`config.mk`:
```
export PLATFORM = sky130hd
export DESIGN_NAME = fifo_tx_drain_flat
export DESIGN_NICKNAME = d
export VERILOG_FILES = /design/src/rtl/fifo_drain_pkg.sv /design/src/rtl/fifo_tx_drain_if.sv /design/src/rtl/drain_timer.sv /design/src/rtl/fifo_tx_drain.sv /design/src/flat_wrapper.sv
export SDC_FILE = /design/constraint.sdc
export NUM_CORES = 1
export LEC_CHECK = 0
export ABC_AREA = 1
export CELL_PAD_IN_SITES_DETAIL_PLACEMENT = 1
export CELL_PAD_IN_SITES_GLOBAL_PLACEMENT = 1
export CORE_ASPECT_RATIO = 0.8
export CORE_UTILIZATION = 31
export CTS_CLUSTER_SIZE = 25
export DETAILED_ROUTE_END_ITERATION = 10
export PLACE_DENSITY_LB_ADDON = 0.08
export SYNTH_ARGS = -nofsm -noshare
export SYNTH_HDL_FRONTEND = slang
export SYNTH_HIERARCHICAL = 1
export SYNTH_SLANG_ARGS = --single-unit
```
`constraint.sdc`:
```
create_clock -name r_clk -period 1.5 [get_ports r_clk]
set_input_delay 0.3 -clock r_clk [delete_from_list [all_inputs] [get_ports r_clk]]
set_output_delay 0.3 -clock r_clk [all_outputs]
set_load 0.005 [all_outputs]
```
`src/rtl/fifo_drain_pkg.sv`:
```
// Shared types and default sizing for the FIFO read-side transmit drain.
package fifo_drain_pkg;

  typedef enum logic [1:0] {
    IDLE    = 2'b00,
    PRESENT = 2'b01,
    BUSY    = 2'b10
  } drain_state_t;

  localparam int unsigned DEF_DATA_WIDTH  = 8;
  localparam int unsigned DEF_CNT_WIDTH   = 16;
  localparam int unsigned DEF_TIMEOUT_CYC = 255;

endpackage

```
`src/rtl/fifo_tx_drain_if.sv`:
```
// FIFO read port plus transmitter valid/busy handshake, r_clk domain.
// master = drain side, slave = FIFO/transmitter environment.
interface fifo_tx_drain_if
  import fifo_drain_pkg::*;
#(
  parameter int unsigned DATA_WIDTH = DEF_DATA_WIDTH
);

  logic                  rempty;
  logic [DATA_WIDTH-1:0] rdata;
  logic                  r_inc;
  logic [DATA_WIDTH-1:0] tx_data;
  logic                  tx_valid;
  logic                  tx_busy;

  modport master (
    input  rempty,
    input  rdata,
    input  tx_busy,
    output r_inc,
    output tx_data,
    output tx_valid
  );

  modport slave (
    output rempty,
    output rdata,
    output tx_busy,
    input  r_inc,
    input  tx_data,
    input  tx_valid
  );

endinterface

```
`src/rtl/drain_timer.sv`:
```
// Acceptance timer: clear on word presentation, count enabled cycles, saturate.
// expired is high while the count sits on the last cycle before LIMIT is reached.
module drain_timer
  import fifo_drain_pkg::*;
#(
  parameter int unsigned LIMIT = DEF_TIMEOUT_CYC
) (
  input  logic r_clk,
  input  logic rrst_n,
  input  logic clr,
  input  logic en,
  output logic expired
);

  localparam int unsigned   TW   = $clog2(LIMIT + 1);
  localparam logic [TW-1:0] LAST = TW'(LIMIT - 1);

  logic [TW-1:0] cnt_q;

  always_ff @(posedge r_clk) begin
    if (!rrst_n) begin
      cnt_q <= '0;
    end else if (clr) begin
      cnt_q <= '0;
    end else if (en && (cnt_q != LAST)) begin
      cnt_q <= cnt_q + TW'(1);
    end
  end

  assign expired = (cnt_q == LAST);

endmodule

```
`src/rtl/fifo_tx_drain.sv`:
```
// Pops one FIFO word at a time and offers it to the serial transmitter; 1 cycle pop-to-valid, all outputs registered.
// Next pop waits for tx_busy to fall; optional acceptance timeout under DRAIN_TIMEOUT_EN.
module fifo_tx_drain
  import fifo_drain_pkg::*;
#(
  parameter int unsigned DATA_WIDTH  = DEF_DATA_WIDTH,
  parameter int unsigned CNT_WIDTH   = DEF_CNT_WIDTH,
  parameter int unsigned TIMEOUT_CYC = DEF_TIMEOUT_CYC
) (
  input  logic                 r_clk,
  input  logic                 rrst_n,
  input  logic                 drain_en,
  output logic [CNT_WIDTH-1:0] word_cnt,
  output logic                 tx_timeout,
  fifo_tx_drain_if.master      bus
);

  if (TIMEOUT_CYC == 0) begin : g_bad_timeout
    $error("fifo_tx_drain: TIMEOUT_CYC must be at least 1");
  end

  drain_state_t          state_q, state_d;
  logic                  r_inc_q, r_inc_d;
  logic                  tx_valid_q, tx_valid_d;
  logic [DATA_WIDTH-1:0] tx_data_q, tx_data_d;
  logic [CNT_WIDTH-1:0]  word_cnt_q, word_cnt_d;
  logic                  timeout_q, timeout_d;
  logic                  pop;
  logic                  expired;

  // Pops only from IDLE, so a lagging rempty can never cause a second pop.
  assign pop = (state_q == IDLE) && drain_en && !bus.rempty && !bus.tx_busy;

`ifdef DRAIN_TIMEOUT_EN
  drain_timer #(
    .LIMIT (TIMEOUT_CYC)
  ) u_timer (
    .r_clk   (r_clk),
    .rrst_n  (rrst_n),
    .clr     (pop),
    .en      ((state_q == PRESENT) && !bus.tx_busy),
    .expired (expired)
  );
`else
  assign expired = 1'b0;
`endif

  always_comb begin
    state_d    = state_q;
    r_inc_d    = 1'b0;
    tx_valid_d = tx_valid_q;
    tx_data_d  = tx_data_q;
    word_cnt_d = word_cnt_q;
    timeout_d  = 1'b0;
    case (state_q)
      IDLE: begin
        if (pop) begin
          tx_data_d  = bus.rdata;
          r_inc_d    = 1'b1;
          tx_valid_d = 1'b1;
          state_d    = PRESENT;
        end
      end
      PRESENT: begin
        // Acceptance takes priority over a timeout landing on the same edge.
        if (bus.tx_busy) begin
          tx_valid_d = 1'b0;
          word_cnt_d = word_cnt_q + CNT_WIDTH'(1);
          state_d    = BUSY;
        end else if (expired) begin
          tx_valid_d = 1'b0;
          timeout_d  = 1'b1;
          state_d    = IDLE;
        end
      end
      BUSY: begin
        if (!bus.tx_busy) begin
          state_d = IDLE;
        end
      end
      default: begin
        tx_valid_d = 1'b0;
        state_d    = IDLE;
      end
    endcase
  end

  always_ff @(posedge r_clk) begin
    if (!rrst_n) begin
      state_q    <= IDLE;
      r_inc_q    <= 1'b0;
      tx_valid_q <= 1'b0;
      tx_data_q  <= '0;
      word_cnt_q <= '0;
      timeout_q  <= 1'b0;
    end else begin
      state_q    <= state_d;
      r_inc_q    <= r_inc_d;
      tx_valid_q <= tx_valid_d;
      tx_data_q  <= tx_data_d;
      word_cnt_q <= word_cnt_d;
      timeout_q  <= timeout_d;
    end
  end

  assign bus.r_inc    = r_inc_q;
  assign bus.tx_valid = tx_valid_q;
  assign bus.tx_data  = tx_data_q;
  assign word_cnt     = word_cnt_q;
  assign tx_timeout   = timeout_q;

endmodule

```
`src/flat_wrapper.sv`:
```
// flat-port wrapper written by rule: the top's interface ports become plain ports
module fifo_tx_drain_flat import fifo_drain_pkg::*;
#(
  parameter int unsigned DATA_WIDTH  = DEF_DATA_WIDTH,
  parameter int unsigned CNT_WIDTH   = DEF_CNT_WIDTH,
  parameter int unsigned TIMEOUT_CYC = DEF_TIMEOUT_CYC
)
  (r_clk, rrst_n, drain_en, word_cnt, tx_timeout, bus_rempty, bus_rdata, bus_tx_busy, bus_r_inc, bus_tx_data, bus_tx_valid);
  fifo_tx_drain_if #(.DATA_WIDTH(DATA_WIDTH)) bus_i ();
  input  logic r_clk;
  input  logic rrst_n;
  input  logic drain_en;
  output logic [CNT_WIDTH-1:0] word_cnt;
  output logic tx_timeout;
  input wire logic [$bits(bus_i.rempty)-1:0] bus_rempty;
  input wire logic [$bits(bus_i.rdata)-1:0] bus_rdata;
  input wire logic [$bits(bus_i.tx_busy)-1:0] bus_tx_busy;
  output wire logic [$bits(bus_i.r_inc)-1:0] bus_r_inc;
  output wire logic [$bits(bus_i.tx_data)-1:0] bus_tx_data;
  output wire logic [$bits(bus_i.tx_valid)-1:0] bus_tx_valid;
  assign bus_i.rempty = bus_rempty;
  assign bus_i.rdata = bus_rdata;
  assign bus_i.tx_busy = bus_tx_busy;
  assign bus_r_inc = bus_i.r_inc;
  assign bus_tx_data = bus_i.tx_data;
  assign bus_tx_valid = bus_i.tx_valid;
  fifo_tx_drain #(.DATA_WIDTH(DATA_WIDTH), .CNT_WIDTH(CNT_WIDTH), .TIMEOUT_CYC(TIMEOUT_CYC)) u_core (.r_clk(r_clk), .rrst_n(rrst_n), .drain_en(drain_en), .word_cnt(word_cnt), .tx_timeout(tx_timeout), .bus(bus_i));
endmodule
```
# == Word level (Yosys, flattened, before mapping) ==
# Cells that the tools add are included.
# word_totals
regBits,28
inputBits,13
out_inout_bits,27
word_cells,31
# classes
addsub,1
n_eq_ne,5
n_mux,8
bitwise,1
n_reduce_logical,11
# op_table
operator,count
16-bit by 1-bit adder with 16-bit output (second input constant),1
2-bit two-way mux,3
2-bit case mux with 3 select lines,1
2-bit AND reduction,3
3-bit AND reduction,2
2-bit inequality test (second input constant),2
1-bit logical AND,3
1-bit two-way mux,3
1-bit case mux with 3 select lines,1
2-bit by 1-bit == test with 1-bit output (second input constant),1
2-bit == test (second input constant),1
1-bit logical NOT,2
2-bit logical NOT,1
2-bit by 1-bit inequality test with 1-bit output (second input constant),1
1-bit NOT,1

# == Longest topological paths before layout ==
# logic_depth
word_depth,6
depth_mapped,8
depth_no_buf,8

# == Worst setup path after synthesis ==
# Ideal clock, no wire load.
# synth_timing
path_type,register to register
startpoint,"register u_core.word_cnt_q[0], in the netlist u_core/word_cnt[0]"
endpoint,"register u_core.word_cnt_q[12], in the netlist u_core/word_cnt[12]"
setup_ps,113
arrival_ps,1080
required_time_ps,1387
path_slack_ps,307
stages_incl_launch_ff,7
path_buffers,0
synth_period_minus_slack_ps,1193
path_cell_list,dfxtp_1 > ha_1 > nand2_1 > nor2_4 > nand3_1 > o21ai_1 > nor2_1
# synth_via
elab_chain_cells,1
# synth_lines
item,line_no,rtl
start: declaration,fifo_tx_drain.sv:26,"logic [CNT_WIDTH-1:0] word_cnt_q, word_cnt_d;"
start signal: assignment,fifo_tx_drain.sv:101,word_cnt_q <= word_cnt_d;
16-bit by 1-bit adder with 16-bit output,fifo_tx_drain.sv:68,word_cnt_d = word_cnt_q + CNT_WIDTH'(1);
# Every way passes these cells.
# A chain may end at the register's enable or synchronous reset.

# == Final worst setup path ==
# layout_timing
startpoint,"register u_core.word_cnt_q[5], in the netlist u_core/word_cnt[5]"
endpoint,output word_cnt[5]
# layout_rtl
item,line_no,rtl
end: declaration,flat_wrapper.sv:13,output logic [CNT_WIDTH-1:0] word_cnt;
# No word-level cell between the ends.

==> results.sh <==
export IMPL_critPathCaptureType="primary output"
export IMPL_synth_net_count=188
export IMPL_wire_per_inst_um=12.1
export IMPL_unrepaired_setup_endpoints_after_global_routing="no"
export IMPL_worst_ep_required_time_ns=1.20
export IMPL_worstHoldPathType="flip-flop to flip-flop"
export IMPL_outcome="finished clean"
export IMPL_synth_most_common_cell="sky130_fd_sc_hd__inv_1"
export IMPL_tritoncts_num_sinks=28
export IMPL_post_synth_top_area_fraction_pct=44.8
export IMPL_critPathArrivalTime_ns=1.15
export IMPL_worst_path_dominant_cell_family="buffers and inverters"
export IMPL_gr_total_overflow=0
export IMPL_report_power_total_uw=1370
export IMPL_numCtsBuffers=3
export IMPL_clock_skew_ns=0.00799
export IMPL_min_period_over_period_pct=96.8
export IMPL_irDropWorstVdd_mv=0.481
export IMPL_post_dp_cell_area_mm2=0.00174
export IMPL_netlist_top_cells_area="sky130_fd_sc_hd__dfxtp_1 45%, sky130_fd_sc_hd__inv_1 9.6%, sky130_fd_sc_hd__nand2_1 8.4%"
export IMPL_clk_pin_slew_ns=0.09
export IMPL_diodes_inserted=0
export IMPL_synth_yosys_seq_area_share_pct=44.8
export IMPL_clock_tree_root_buffer_cell="sky130_fd_sc_hd__clkbuf_8"
export IMPL_number_of_antenna_violations_at_the_first_check_in_global_routing=0
export IMPL_synth_enable_flop_cells=0
export IMPL_drv_cap=0
export IMPL_place_detailed_hpwl_um=2540
export IMPL_synthDistinctLibCells=24
export IMPL_post_cts_hold_buffer_count=0
export IMPL_clkLatencyLatePin_ns=0.28
export IMPL_coreArea_mm2=0.00383
export IMPL_grt_use_total_pct=16.6
export IMPL_routed_wl_um=3300
export IMPL_synth_cells=174
export IMPL_drc_errors=0
export IMPL_postLayoutCellArea_mm2=0.00182
export IMPL_cts_htree_levels=1
export IMPL_worstPathCellList="clkdlybuf4s50_1"
export IMPL_setup_viol_count_final=0
export IMPL_die_height_um=58.8
export IMPL_power_density_mw_per_mm2=752
export IMPL_num_vias=1243
export IMPL_ant_nets=0
export IMPL_fill_cell_instance_count_of_the_final_layout=486
export IMPL_synth_top_area_cell="sky130_fd_sc_hd__dfxtp_1"
export IMPL_path_max_fanout=3
export IMPL_portBuffers=38
export IMPL_critPathKind="flip-flop to primary output"
export IMPL_cts_tree="done"
export IMPL_syn_avg_cell_area_um2=7.19
export IMPL_final_hold_viol_count=0
export IMPL_grt_first_pass_wirelength_um=5510
export IMPL_drt_initial_drc_count=35
export IMPL_syn_to_final_growth_pct=45.8
export IMPL_yosys_warnings=6
export IMPL_fin_worst_hold_slack_ns=0.451
export IMPL_maxClockFrequency_mhz=689
export IMPL_drt_vias_per_instance=4.55
export IMPL_period_minus_slack_ns=1.45
export IMPL_worstSetupStartpointType="flip-flop"
export IMPL_synth_ff_latch_count=28
export IMPL_yosys_most_used_dff="sky130_fd_sc_hd__dfxtp_1"
export IMPL_grt_max_degree=21
export IMPL_area_enclosed_by_the_die_boundary_mm2=0.00430
export IMPL_cts_max_path_buffers=2
export IMPL_drt_first_pass_iters=4
export IMPL_top_level_ports=40
export IMPL_floorplan_initialDensity_pct=32.7
export IMPL_nNetsFinal=233
export IMPL_total_leakage_power_uw=0.000713
export IMPL_async_flop_share_pct=0
export IMPL_drv_slew=0
export IMPL_cp_slowest_cell="sky130_fd_sc_hd__clkdlybuf4s50_1"
export IMPL_grt_pass1_vias=1223
export IMPL_crit_path_max_incr_delay_ns=0.52
export IMPL_timing_critical_path_buf_inv=1
export IMPL_syn_cell_area_mm2=0.00125
export IMPL_die_w_um=73.0
export IMPL_final_replace_weighted_congestion=0.787
export IMPL_cts_repair_timing_setup_buffer_count=0
export IMPL_netlist_top_cells_count="32 x sky130_fd_sc_hd__inv_1, 28 x sky130_fd_sc_hd__dfxtp_1, 28 x sky130_fd_sc_hd__nand2_1"
export IMPL_num_rows=20
export IMPL_layout_drive_gt1_share_pct=13.8
[routing by layer]
metal	GRT usage, %	up-vias	wire, µm
met5	0	-	0
met1	20.7	585	1510
met2	27.9	25	1630
li1	-	627	-
met4	4.76	0	45
met3	4.79	6	117
[where the power goes]
group | leakage [µW] | total [µW] | internal (µW) | switching (µW)
combinational | 0.000449 | 134 | 80.6 | 53.5
clock | 0.0000288 | 471 | 235 | 236
sequential | 0.000234 | 766 | 755 | 11.3
[repair_timing]
item / 4_1_cts / 5_1_grt
pin swaps: 0 / 0
endpoints found under the setup margin: 9 / 7
gates resized for setup: 10 / 7
cloned: 0 / 0
[registers in the layout, summed over array words and instances (netlist names)]
register             cells
u_core/word_cnt         16
u_core/bus.tx_data       8
u_core/state_q           2
u_core/bus.r_inc         1
u_core/bus.tx_valid      1
[worst paths after layout]
| kind | start | endpoint | slack (ns) | depth (start not counted) |
|---|---|---|---|---|
| setup reg to reg | u_core/word_cnt[0] | u_core/word_cnt[10] | 0.17 | 7 |
| setup / recovery | u_core/word_cnt[5] | word_cnt[5] | 0.05 | 1 |
| hold reg to reg | u_core/bus.tx_data[4] | u_core/bus.tx_data[4] | 0.45 | 2 |
| hold / removal | u_core/bus.tx_data[4] | u_core/bus.tx_data[4] | 0.45 | 2 |
[final cells by class]
class	instances	area [µm²]	share of cell area [%]
Clock buffer	4	55.1	3.02
Inverter	32	120	6.58
Multi-Input combinational cell	109	536	29.4
Sequential cell	28	584	32.0
Tap cell	55	68.8	3.77
Timing Repair Buffer	45	460	25.2
[worst register-to-register path, delay by kind of cell (launching register included)]
kind / cells / cell delay, ns
fa+ha+maj: 1 / 0.19
flops: 1 / 0.37
simple gates: 6 / 0.69
[cells by family (layout without fill, tap and decap cells)]
family	after synthesis	count (layout)	synth area share [%]
AO/OA/AOI/OAI	33	33	13.8
XOR/XNOR	1	1	0.700
adder cells (fa/ha/maj)	1	1	1.00
buffers and inverters	37	81	12.4
flip-flops	28	28	44.8
other	1	1	0.300
AND/OR/NAND/NOR	73	73	27.0
[cell usage in the layout, fill, tap and decap left out, types with 2 or more instances in the layout]
cell type	count
sky130_fd_sc_hd__a21oi_1	15
sky130_fd_sc_hd__inv_1	32
sky130_fd_sc_hd__clkdlybuf4s50_1	37
sky130_fd_sc_hd__nand2_1	28
sky130_fd_sc_hd__o21ai_0	14
sky130_fd_sc_hd__dfxtp_4	3
sky130_fd_sc_hd__nor2_4	3
sky130_fd_sc_hd__nand4_1	5
sky130_fd_sc_hd__nand3_1	8
sky130_fd_sc_hd__buf_4	5
sky130_fd_sc_hd__buf_12	2
sky130_fd_sc_hd__clkbuf_8	4
sky130_fd_sc_hd__nor3_1	2
sky130_fd_sc_hd__dfxtp_2	10
sky130_fd_sc_hd__dfxtp_1	15
sky130_fd_sc_hd__nor2_1	25
[metrics by stage]
stage / setup slack [ns] / utilization (%) / cells / TNS (ns)
after floorplan: 0.307 / - / 174 / 0
after global placement: -0.113 / 45.5 / 269 / -1.16
after detailed placement: -0.146 / 45.5 / 269 / -1.57
after CTS: 0.00236 / 47.3 / 273 / 0
after global routing: 0.00180 / 47.6 / 273 / 0
final: 0.0476 / 47.6 / 273 / 0
Power figures use the tool's default switching activity.
